### src/rtl/sprite_compositor_pkg.sv
// Shared definitions for the sprite compositor: default widths, colour key,
// sprite register field layout and the derived width helpers.
// Sprite register layout, MSB to LSB: {en, anim, frame, y, x}.
package sprite_compositor_pkg;

  localparam int          DEF_COORD_W = 10;
  localparam int          DEF_COLOR_W = 12;
  localparam logic [11:0] DEF_KEY     = 12'h00f;

  // ROM address width: one row of SPR_W pixels per frame, frames side by side
  function automatic int calc_aw(input int spr_w, input int spr_h, input int frames);
    return $clog2(spr_w * spr_h * frames);
  endfunction

  // Sprite register width: en + anim + frame index + y + x
  function automatic int calc_dw(input int frames, input int coord_w);
    return 2 + $clog2(frames) + 2 * coord_w;
  endfunction

  // Field offsets inside a sprite register
  function automatic int fld_x_lsb();
    return 0;
  endfunction

  function automatic int fld_y_lsb(input int coord_w);
    return coord_w;
  endfunction

  function automatic int fld_frame_lsb(input int coord_w);
    return 2 * coord_w;
  endfunction

  function automatic int fld_anim_bit(input int frames, input int coord_w);
    return 2 * coord_w + $clog2(frames);
  endfunction

  function automatic int fld_en_bit(input int frames, input int coord_w);
    return 2 * coord_w + $clog2(frames) + 1;
  endfunction

  // Index width for a select over n items; never zero
  function automatic int idx_w(input int n);
    return (n > 1) ? $clog2(n) : 1;
  endfunction

endpackage

### src/rtl/sprite_channel.sv
// One sprite channel: active register, window test and ROM address generation.
// Latency: inwin_o/rom_addr_o registered one cycle after the pixel coordinate.
// No backpressure; a new pixel is accepted every cycle.
module sprite_channel
  import sprite_compositor_pkg::*;
#(
  parameter int SPR_W   = 16,
  parameter int SPR_H   = 16,
  parameter int FRAMES  = 4,
  parameter int COORD_W = DEF_COORD_W,
  localparam int FB     = $clog2(FRAMES),
  localparam int AW     = calc_aw(SPR_W, SPR_H, FRAMES),
  localparam int DW     = calc_dw(FRAMES, COORD_W)
) (
  input  logic               clk,
  input  logic               clrn,
  input  logic               commit_i,
  input  logic [DW-1:0]      commit_dat_i,
  input  logic               pix_vld_i,
  input  logic [COORD_W-1:0] pix_x_i,
  input  logic [COORD_W-1:0] pix_y_i,
  input  logic [FB-1:0]      anim_frame_i,
  output logic               inwin_o,
  output logic [AW-1:0]      rom_addr_o
);

  logic [DW-1:0]      active_q, active_d;
  logic               inwin_q, inwin_d;
  logic [AW-1:0]      addr_q, addr_d;

  logic               spr_en, spr_anim;
  logic [FB-1:0]      spr_frame, eff_frame;
  logic [COORD_W-1:0] spr_x, spr_y;
  logic [COORD_W:0]   dx, dy;
  logic               dx_ok, dy_ok;

  assign spr_x     = active_q[fld_x_lsb() +: COORD_W];
  assign spr_y     = active_q[fld_y_lsb(COORD_W) +: COORD_W];
  assign spr_frame = active_q[fld_frame_lsb(COORD_W) +: FB];
  assign spr_anim  = active_q[fld_anim_bit(FRAMES, COORD_W)];
  assign spr_en    = active_q[fld_en_bit(FRAMES, COORD_W)];

  // One extra bit keeps the difference signed, so a sprite near the right or
  // bottom edge never produces a hit on pixels wrapped round to coordinate 0.
  assign dx = {1'b0, pix_x_i} - {1'b0, spr_x};
  assign dy = {1'b0, pix_y_i} - {1'b0, spr_y};

  assign dx_ok = !dx[COORD_W] && (dx[COORD_W-1:0] < COORD_W'(SPR_W));
  assign dy_ok = !dy[COORD_W] && (dy[COORD_W-1:0] < COORD_W'(SPR_H));

  // FRAMES is a power of two, so the FB-bit add wraps modulo FRAMES for free
  assign eff_frame = spr_anim ? (spr_frame + anim_frame_i) : spr_frame;

  // Active register reloads from the committed shadow value at frame start
  always_comb begin
    active_d = active_q;
    if (commit_i) begin
      active_d = commit_dat_i;
    end
  end

  // Window test and address; address is forced to 0 outside the window
  always_comb begin
    inwin_d = spr_en && pix_vld_i && dx_ok && dy_ok;
    addr_d  = '0;
    if (inwin_d) begin
      addr_d = AW'(dy[COORD_W-1:0]) * AW'(SPR_W * FRAMES)
             + AW'(eff_frame) * AW'(SPR_W)
             + AW'(dx[COORD_W-1:0]);
    end
  end

  // Active register and first pipeline stage
  always_ff @(posedge clk or negedge clrn) begin
    if (!clrn) begin
      active_q <= '0;
      inwin_q  <= 1'b0;
      addr_q   <= '0;
    end else begin
      active_q <= active_d;
      inwin_q  <= inwin_d;
      addr_q   <= addr_d;
    end
  end

  assign inwin_o    = inwin_q;
  assign rom_addr_o = addr_q;

endmodule

### src/rtl/sprite_compositor.sv
// N-channel sprite layer: shadow registers, animation, priority mux, collision.
// Latency: rgb_out/rgb_valid/hit_mask 2 cycles after pix_x/pix_y; rom_addr 1 cycle.
// No backpressure; one pixel per cycle, outputs are never stalled.
module sprite_compositor
  import sprite_compositor_pkg::*;
#(
  parameter int               N_SPR       = 4,
  parameter int               SPR_W       = 16,
  parameter int               SPR_H       = 16,
  parameter int               FRAMES      = 4,
  parameter int               ANIM_PERIOD = 8,
  parameter int               COORD_W     = DEF_COORD_W,
  parameter int               COLOR_W     = DEF_COLOR_W,
  parameter logic [COLOR_W-1:0] KEY       = COLOR_W'(DEF_KEY),
  localparam int              AW          = calc_aw(SPR_W, SPR_H, FRAMES),
  localparam int              DW          = calc_dw(FRAMES, COORD_W),
  localparam int              IW          = idx_w(N_SPR)
) (
  input  logic                       clk,
  input  logic                       clrn,
  input  logic                       pix_valid,
  input  logic [COORD_W-1:0]         pix_x,
  input  logic [COORD_W-1:0]         pix_y,
  input  logic [COLOR_W-1:0]         bg_color,
  input  logic                       frame_start,
  input  logic                       wr_en,
  input  logic [IW-1:0]              wr_idx,
  input  logic [DW-1:0]              wr_data,
  output logic [N_SPR*AW-1:0]        rom_addr,
  input  logic [N_SPR*COLOR_W-1:0]   rom_data,
  output logic [COLOR_W-1:0]         rgb_out,
  output logic                       rgb_valid,
  output logic [N_SPR-1:0]           hit_mask,
  output logic                       collision
);

  localparam int FB = $clog2(FRAMES);
  localparam int CW = idx_w(ANIM_PERIOD);

  logic [DW-1:0]      shadow_q [N_SPR];
  logic [DW-1:0]      shadow_d [N_SPR];
  logic [DW-1:0]      commit_dat [N_SPR];
  logic [N_SPR-1:0]   wr_sel;

  logic [CW-1:0]      anim_cnt_q, anim_cnt_d;
  logic [FB-1:0]      anim_frame_q, anim_frame_d;

  logic [N_SPR-1:0]   inwin;
  logic               pv1_q;
  logic [COLOR_W-1:0] bg1_q;

  logic [N_SPR-1:0]   opaque;
  logic               multi_hit;
  logic [COLOR_W-1:0] rgb_d, rgb_q;
  logic [N_SPR-1:0]   hit_q;
  logic               vld_q;

  logic               acc_q, acc_d;
  logic               coll_q, coll_d;

  // Per-channel write select, write-through commit value and channel instance.
  // An out-of-range wr_idx matches no channel, so the write is dropped.
  for (genvar g = 0; g < N_SPR; g++) begin : g_chan
    assign wr_sel[g]     = wr_en && (wr_idx == IW'(g));
    assign commit_dat[g] = wr_sel[g] ? wr_data : shadow_q[g];

    sprite_channel #(
      .SPR_W   (SPR_W),
      .SPR_H   (SPR_H),
      .FRAMES  (FRAMES),
      .COORD_W (COORD_W)
    ) u_chan (
      .clk          (clk),
      .clrn         (clrn),
      .commit_i     (frame_start),
      .commit_dat_i (commit_dat[g]),
      .pix_vld_i    (pix_valid),
      .pix_x_i      (pix_x),
      .pix_y_i      (pix_y),
      .anim_frame_i (anim_frame_q),
      .inwin_o      (inwin[g]),
      .rom_addr_o   (rom_addr[g*AW +: AW])
    );
  end

  // Shadow register writes from the host side
  always_comb begin
    for (int i = 0; i < N_SPR; i++) begin
      shadow_d[i] = shadow_q[i];
      if (wr_sel[i]) begin
        shadow_d[i] = wr_data;
      end
    end
  end

  // Animation sequencing: advance one step every ANIM_PERIOD frame starts
  always_comb begin
    anim_cnt_d   = anim_cnt_q;
    anim_frame_d = anim_frame_q;
    if (frame_start) begin
      if (anim_cnt_q == CW'(ANIM_PERIOD - 1)) begin
        anim_cnt_d   = '0;
        anim_frame_d = anim_frame_q + FB'(1);
      end else begin
        anim_cnt_d   = anim_cnt_q + CW'(1);
      end
    end
  end

  // Transparency test on the ROM colour returned for each channel
  always_comb begin
    opaque = '0;
    for (int i = 0; i < N_SPR; i++) begin
      opaque[i] = inwin[i] && (rom_data[i*COLOR_W +: COLOR_W] != KEY);
    end
  end

  // Fixed priority mux: scanning down to index 0 lets the lowest index win
  always_comb begin
    rgb_d = pv1_q ? bg1_q : '0;
    for (int i = N_SPR - 1; i >= 0; i--) begin
      if (opaque[i]) begin
        rgb_d = rom_data[i*COLOR_W +: COLOR_W];
      end
    end
  end

  assign multi_hit = $countones(opaque) > 1;

  // Collision accumulator; the hit seen in the frame_start cycle still counts
  always_comb begin
    acc_d  = acc_q | multi_hit;
    coll_d = coll_q;
    if (frame_start) begin
      coll_d = acc_q | multi_hit;
      acc_d  = 1'b0;
    end
  end

  // Control state: shadow registers, animation counters, collision
  always_ff @(posedge clk or negedge clrn) begin
    if (!clrn) begin
      for (int i = 0; i < N_SPR; i++) begin
        shadow_q[i] <= '0;
      end
      anim_cnt_q   <= '0;
      anim_frame_q <= '0;
      acc_q        <= 1'b0;
      coll_q       <= 1'b0;
    end else begin
      for (int i = 0; i < N_SPR; i++) begin
        shadow_q[i] <= shadow_d[i];
      end
      anim_cnt_q   <= anim_cnt_d;
      anim_frame_q <= anim_frame_d;
      acc_q        <= acc_d;
      coll_q       <= coll_d;
    end
  end

  // Pixel pipeline: stage 1 carries valid/background, stage 2 the outputs
  always_ff @(posedge clk or negedge clrn) begin
    if (!clrn) begin
      pv1_q <= 1'b0;
      bg1_q <= '0;
      rgb_q <= '0;
      hit_q <= '0;
      vld_q <= 1'b0;
    end else begin
      pv1_q <= pix_valid;
      bg1_q <= bg_color;
      rgb_q <= rgb_d;
      hit_q <= opaque;
      vld_q <= pv1_q;
    end
  end

  assign rgb_out   = rgb_q;
  assign rgb_valid = vld_q;
  assign hit_mask  = hit_q;
  assign collision = coll_q;

endmodule

### config.mk
export PLATFORM = sky130hd
export DESIGN_NAME = sprite_compositor
export DESIGN_NICKNAME = d
export VERILOG_FILES = /design/src/rtl/sprite_compositor_pkg.sv /design/src/rtl/sprite_channel.sv /design/src/rtl/sprite_compositor.sv
export SDC_FILE = /design/constraint.sdc
export NUM_CORES = 1
export LEC_CHECK = 0
export ABC_AREA = 1
export BUFFER_PORTS_ARGS = -buffer_cell sky130_fd_sc_hd__buf_4
export CORE_MARGIN = 5
export CORE_UTILIZATION = 25
export CTS_BUF_LIST = sky130_fd_sc_hd__clkbuf_4
export CTS_CLUSTER_SIZE = 24
export DETAILED_ROUTE_END_ITERATION = 6
export GPL_TIMING_DRIVEN = 0
export PLACE_DENSITY = 0.51
export SYNTH_ARGS = -nofsm -noshare
export SYNTH_HDL_FRONTEND = slang
export SYNTH_SLANG_ARGS = --single-unit
### constraint.sdc
create_clock -name clk -period 7 [get_ports clk]
set_input_delay 1.4 -clock clk [delete_from_list [all_inputs] [get_ports clk]]
set_output_delay 1.4 -clock clk [all_outputs]
set_load 0.01 [all_outputs]
==> results.yml, run 1 <==
cts:
  clockBufferDepth: 3
  clock-sinks: 273
  cts_hold_buf: 0
  clockRootBuffer: "clkbuf_4"
  clk_latency_ns: 0.78
  cts_made_buffers: 78
  ctsResizeCount: 0
  cts_tree: "built"
  cts_max_level: 3
  clk_pin_slew_ns: 0.06
  post_cts_buffers: 0
routing:
  dr.pass1.iters: 5
  via_per_inst: 4.47
  drt_wl_total_um: 52500
  vias: 14275
  drc: 0
  drtAntennaViolNets: 0
  drtIter0Drc: 1188
  wl_per_cell_um: 16.4
synthesis:
  syn_nets: 2274
  yosysUniqueCellTypes: 37
  avgSynthCellArea_um2: 7.80
  synth_top_cell_area_share_pct: 42.8
  synth_area_leader_cell: "dfrtp_1"
  synthTopCellsByCount: "552 x nand2_1, 322 x inv_1, 273 x dfrtp_1"
  synth.cell_area_um2: 15900
  yosys_warnings: 0
  async_flop_share_pct: 100
  synth_most_common_cell: "nand2_1"
  synth_area_leaders: "dfrtp_1 43%, nand2_1 13%, ha_1 8.3%"
  ys_ff_latch: 273
  synth_top_flop_cell: "dfrtp_1"
  synthCells: 2044
  yosysSeqAreaShare_pct: 42.8
  synth_edf_count: 0
worst_setup_path:
  crit_path_start: "pix_x[0]"
  cp.arrival_ns: 4.37
  timing.critical_path.slowest_stage_cell: "fa_1"
  critPathLaunchType: "input pin"
  cpPeakStageDelay_ns: 0.48
  cp_num_buf_inv: 4
  worstReg2RegStart: "g_chan[0].u_chan.active_q[0]"
  worst_path_most_repeated_cell: "nand2_1"
  cp_cell_sequence: "buf_4 > inv_1 > ha_1 > inv_1 > fa_1 > nand2_2 > nand3_2 > nand3_1 > nand2_1 > nand2_1 > nand3_1 > nand2_1 > inv_1 > ha_1 > nand2_1 > nor3_1 > nor2_1 > or2_2 > nand2_1 > xor2_1 > nor2_1"
  cp_data_required_time_ns: 7.66
  cp_top_family: "simple AND/OR/NAND/NOR gates"
  worst-path-max-fanout: 4
  critical_path_class: "in -> reg"
  endpoint_kind: "flop"
final_layout:
  synthToLayoutAreaGrowth_pct: 21.2
  fin_area_um2: 19300
  seq_area_um2: 6830
  multiInputGateArea_um2: 7630
  layoutNonFillerInstCount: 3194
  layout-drive-gt1-share_pct: 17.3
  fillers: 6873
  final_nets: 2523
timing:
  maxSlewViolCount: 0
  slew_headroom_pct: 50.8
  setup_tns_ns: 0
  setup_viol: 0
  finClkSkew_ns: 0.0453
  tightest_slew_ns: 0.738
  rsz0062_at_grt: "no"
  fin_crit_sh_pct: 53.1
  min_period_ns: 3.71
  hold_viol_final: 0
  max_freq_mhz: 269
pwr:
  pwr-share-comb_pct: 34.7
  power_density_nw_per_um2: 269
  clkPwrFrac_pct: 29.6
  seqPwrFrac_pct: 35.7
  p_total_mw: 5.20
  p_sw_mw: 1.95
  p_int_mw: 3.25
  leakage_nw: 10.1
  swShare_pct: 37.5
  ir_worst_vdd_mv: 0.102
min_path:
  hp-start: "pv1_q"
  hold_class: "reg -> reg"
grt:
  antenna_found_initial: 1
  grt_max_degree: 126
  gr-usage-all-layers_pct: 14.8
  grt_first_pass_wirelength_um: 80100
  grt.overflow.total: 0
  grt_pass1_vias: 14150
placement:
  place.port_buffers: 167
  gp_congestion: 0.874
  placed_cell_area_um2: 18300
  dp_hpwl_um: 41100
  dp.cells: 3059
floorplan:
  ios: 169
  start_util_pct: 25.3
  die_x_um: 263
  core_um2: 63100
  die-area_um2: 68900
  die_h_um: 263
  num_rows: 92
run:
  cap_violations: 0
outcome:
  status: "finished, final reports clean"
-- per-layer routing --
| metal | GRT usage (%) | up-vias | wire length (um) |
|---|---|---|---|
| met5 | 0 | - | 0 |
| met4 | 5.91 | 0 | 1760 |
| met3 | 3.49 | 109 | 3400 |
| li1 | - | 7018 | - |
| met2 | 22.9 | 456 | 22900 |
| met1 | 20.2 | 6692 | 24400 |
-- final timing paths --
kind	to	slack, ns	depth (start not counted)
setup reg to reg	g_chan[0].u_chan.rom_addr_o[9]	3.87	19
max in group asynchronous	g_chan[2].u_chan.active_q[20]	5.28	2
hold / removal	rgb_valid	0.42	0
min in group asynchronous	hit_mask[3]	0.64	1
setup / recovery	g_chan[0].u_chan.rom_addr_o[9]	3.29	21
hold reg to reg	rgb_valid	0.42	0
-- power by group through the flow --
stage                     Clock, mW  Sequential [mW]  Combinational (mW)
after global placement            0             1.88                1.77
after global routing           1.68             1.87                2.06
after detailed placement          0             1.88                1.81
after CTS                      1.60             1.85                1.82
final                          1.54             1.85                1.80
after floorplan                   0             1.86                1.30
-- stage by stage --
| stage | utilization [%] | setup WS (ns) | hold WS (ns) |
|---|---|---|---|
| 2_1_floorplan | - | 3.14 | 0.392 |
| 3_3_place_gp | 28.9 | 2.17 | 0.408 |
| 3_5_place_dp | 29.0 | 2.42 | 0.408 |
| 4_1_cts | 30.6 | 3.30 | 0.422 |
| 5_1_grt | 30.6 | 3.04 | 0.453 |
| 6_report | 30.6 | 3.29 | 0.420 |
-- layout by cell type (no fill, tap or decap), drive strengths merged --
cell      count
bufinv        2
ha          106
xor2         30
a31oi         5
o21ai       214
or2          14
clkinvlp      1
inv         325
nand2       567
nor4          7
nand4        24
diode         2
buf         190
o21a          1
mux2         14
nand3b        9
a21oi        60
fa           13
clkbuf      153
nor2        129
dfrtp       273
nand3       158
o21bai        6
xnor2        12
clkinv       15
nor3         18
-- kinds of logic after synthesis --
kind of cell,count (synthesis),share of synthesized area (%)
and+or+nand+nor,926,25.4
buffers and inverters,384,9.34
AOI/OAI and AO/OA,286,9.15
DFF,273,42.8
adders and majority gates,119,9.95
xor gates and xnor gates,42,2.31
muxes,14,0.988
-- layout make-up --
type | instances | area share [%]
plain buffers | 60 | 1.41
multi-input cells | 1387 | 39.5
clock buffers | 114 | 4.43
well taps | 846 | 5.48
clock inverters | 19 | 0.712
diodes | 2 | 0.0259
flip-flops and latches | 273 | 35.4
inverters | 324 | 6.29
repair buffers | 169 | 6.81
-- flip-flops by register name, summed over array words and instances (netlist names), 2 cells and up --
register and cells:
hit_mask 4, rgb_out 12, g_chan.u_chan.inwin_o 4, g_chan.u_chan.rom_addr_o 40, g_chan.u_chan.active_q 96, bg1_q 12, shadow_q 96, anim_cnt_q 3
anim_frame_q 2
-- worst register-to-register path: stages, from the launching register on --
cell and delay [ns]:
dfrtp_1 0.36, ha_1 0.19, inv_1 0.12, fa_1 0.48
nand2_2 0.10, nand3_2 0.08, nand3_1 0.10, nand2_1 0.07
nand2_1 0.07, nand3_1 0.06, nand2_1 0.13, inv_1 0.06
ha_1 0.33, nand2_1 0.08, nor3_1 0.15, nor2_1 0.08
or2_2 0.29, nand2_1 0.07, xor2_1 0.15, nor2_1 0.06
Power figures use the tool's default switching activity.
==> run 2, diff against run 1 <==
==> constraint.sdc (replaced) <==
create_clock -name clk -period 3.5 [get_ports clk]
set_input_delay 0.7 -clock clk [delete_from_list [all_inputs] [get_ports clk]]
set_output_delay 0.7 -clock clk [all_outputs]
set_load 0.01 [all_outputs]
==> results.yml, run 2 (synthesis results as in run 1) <==
outcome:
  status: "finished, final reports clean"
pwr:
  leakage_nw: 10.2
  p_total_mw: 10.4
  ir_worst_vdd_mv: 0.203
  power_density_nw_per_um2: 535
run:
  cap_violations: 0
worst_setup_path:
  cp_top_family: "simple AND/OR/NAND/NOR gates"
  cp_num_buf_inv: 2
  cpPeakStageDelay_ns: 0.48
  worst-path-max-fanout: 4
  cp.arrival_ns: 3.79
  worstReg2RegStart: "g_chan[0].u_chan.active_q[0]"
  crit_path_start: "g_chan[0].u_chan.active_q[0]"
  timing.critical_path.slowest_stage_cell: "fa_1"
  cp_cell_sequence: "ha_1 > inv_1 > fa_1 > nand2_2 > nand3_2 > nand3_1 > nand2_1 > nand2_1 > nand3_1 > nand2_1 > inv_1 > ha_1 > nand2_1 > nor3_1 > nor2_1 > or2_2 > nand2_1 > xor2_1 > nor2_1"
  cp_data_required_time_ns: 4.16
  endpoint_kind: "flop"
  worst_path_most_repeated_cell: "nand2_1"
  critical_path_class: "reg -> reg"
  critPathLaunchType: "flop"
timing:
  rsz0062_at_grt: "no"
  maxSlewViolCount: 0
  hold_viol_final: 0
  fin_crit_sh_pct: 89.4
  setup_viol: 0
  slew_headroom_pct: 51.9
  layout_setup_ws_ns: 0.370
  finClkSkew_ns: 0.0392
  min_period_ns: 3.13
  max_freq_mhz: 319
  whs_ns: 0.132
  tightest_slew_ns: 0.721
routing:
  drtAntennaViolNets: 0
  drt_wl_total_um: 52700
  vias: 14305
  dr.pass1.iters: 7
  drtIter0Drc: 1145
  wl_per_cell_um: 16.4
  drc: 0
  via_per_inst: 4.46
final_layout:
  layoutNonFillerInstCount: 3207
  synthToLayoutAreaGrowth_pct: 22.0
  seq_area_um2: 6830
  final_nets: 2536
  final_cell_mix: "552 x nand2_1, 322 x inv_1, 273 x dfrtp_1"
  layout-drive-gt1-share_pct: 17.2
  multiInputGateArea_um2: 7630
  final_util_pct: 30.8
  layout_commonest_cell: "nand2_1"
  fillers: 6859
cts:
  cts_tree: "built"
  clk_pin_slew_ns: 0.06
  clockRootBuffer: "clkbuf_4"
  cts_max_level: 3
  clk_latency_ns: 0.77
  clockBufferDepth: 3
  clock-sinks: 273
  cts_made_buffers: 78
  post_cts_buffers: 0
floorplan:
  ios: 169
  die-area_um2: 68900
  die_x_um: 263
  num_rows: 92
  core_um2: 63100
  start_util_pct: 25.3
  die_h_um: 263
min_path:
  hp-start: "pix_valid"
  hold_class: "in -> reg"
grt:
  antenna_found_initial: 1
  grt_use_met2_pct: 23.0
  gr-usage-all-layers_pct: 14.9
  grt_use_met3_pct: 3.50
  grt_max_degree: 126
  use_met1_pct: 20.2
  grt.overflow.total: 0
  grt_first_pass_wirelength_um: 80500
  grt.busiest_layer: "met2"
  grt_pass1_vias: 14221
placement:
  place_worst_setup_slack_ns: -0.376
  dp_hpwl_um: 41100
  place.port_buffers: 167
  dp.cells: 3059
  gp_congestion: 0.874
## run 2: changes by cell type in the layout (fill, tap and decap cells not counted)
| cell | delta |
|---|---|
| dlygate4sd3_1 | +13 |
## run 2: final timing paths
path	cells after the start	slack [ns]	endpoint
setup / recovery	19	0.37	g_chan[0].u_chan.rom_addr_o[9]
hold / removal	1	0.13	pv1_q
setup reg to reg	19	0.37	g_chan[0].u_chan.rom_addr_o[9]
hold reg to reg	0	0.42	rgb_valid
max in group asynchronous	3	1.88	shadow_q[44]
min in group asynchronous	2	0.54	hit_mask[3]
## run 2: power by group
group	internal (mW)	total (mW)	leakage, nW	switching [mW]
Combinational	1.32	3.63	6.07	2.31
Sequential	3.56	3.71	3.49	0.151
Clock	1.63	3.07	0.593	1.44
Total	6.51	10.4	10.2	3.90
## run 2: timing repair
| item | in CTS | in global routing |
|---|---|---|
| hold buffers | 13 | 0 |
| resized for setup | 0 | 0 |
| endpoints found under the hold margin | 89 | 0 |
## run 2: metal layers
metal	share of wire, %	wire length (um)
met1	47	24600
met2	44	23100
met3	6.2	3250
met4	3.3	1740
met5	0	0
## run 2: metrics by stage
step	instance area (um^2)	TNS, ns
after global placement	18300	-160.66
final	19500	0
after global routing	19400	0
after floorplan	15900	0
after detailed placement	18300	-0.680
after CTS	19400	0
## run 2: layout make-up
type	instances	share of cell area [%]
clock inverter	19	0.708
multi-input combinational	1387	39.2
inverter	324	6.25
timing repair buffer	182	7.44
tap	846	5.44
sequential	273	35.1
antenna	2	0.0257
clock buffer	114	4.40
buffer	60	1.40
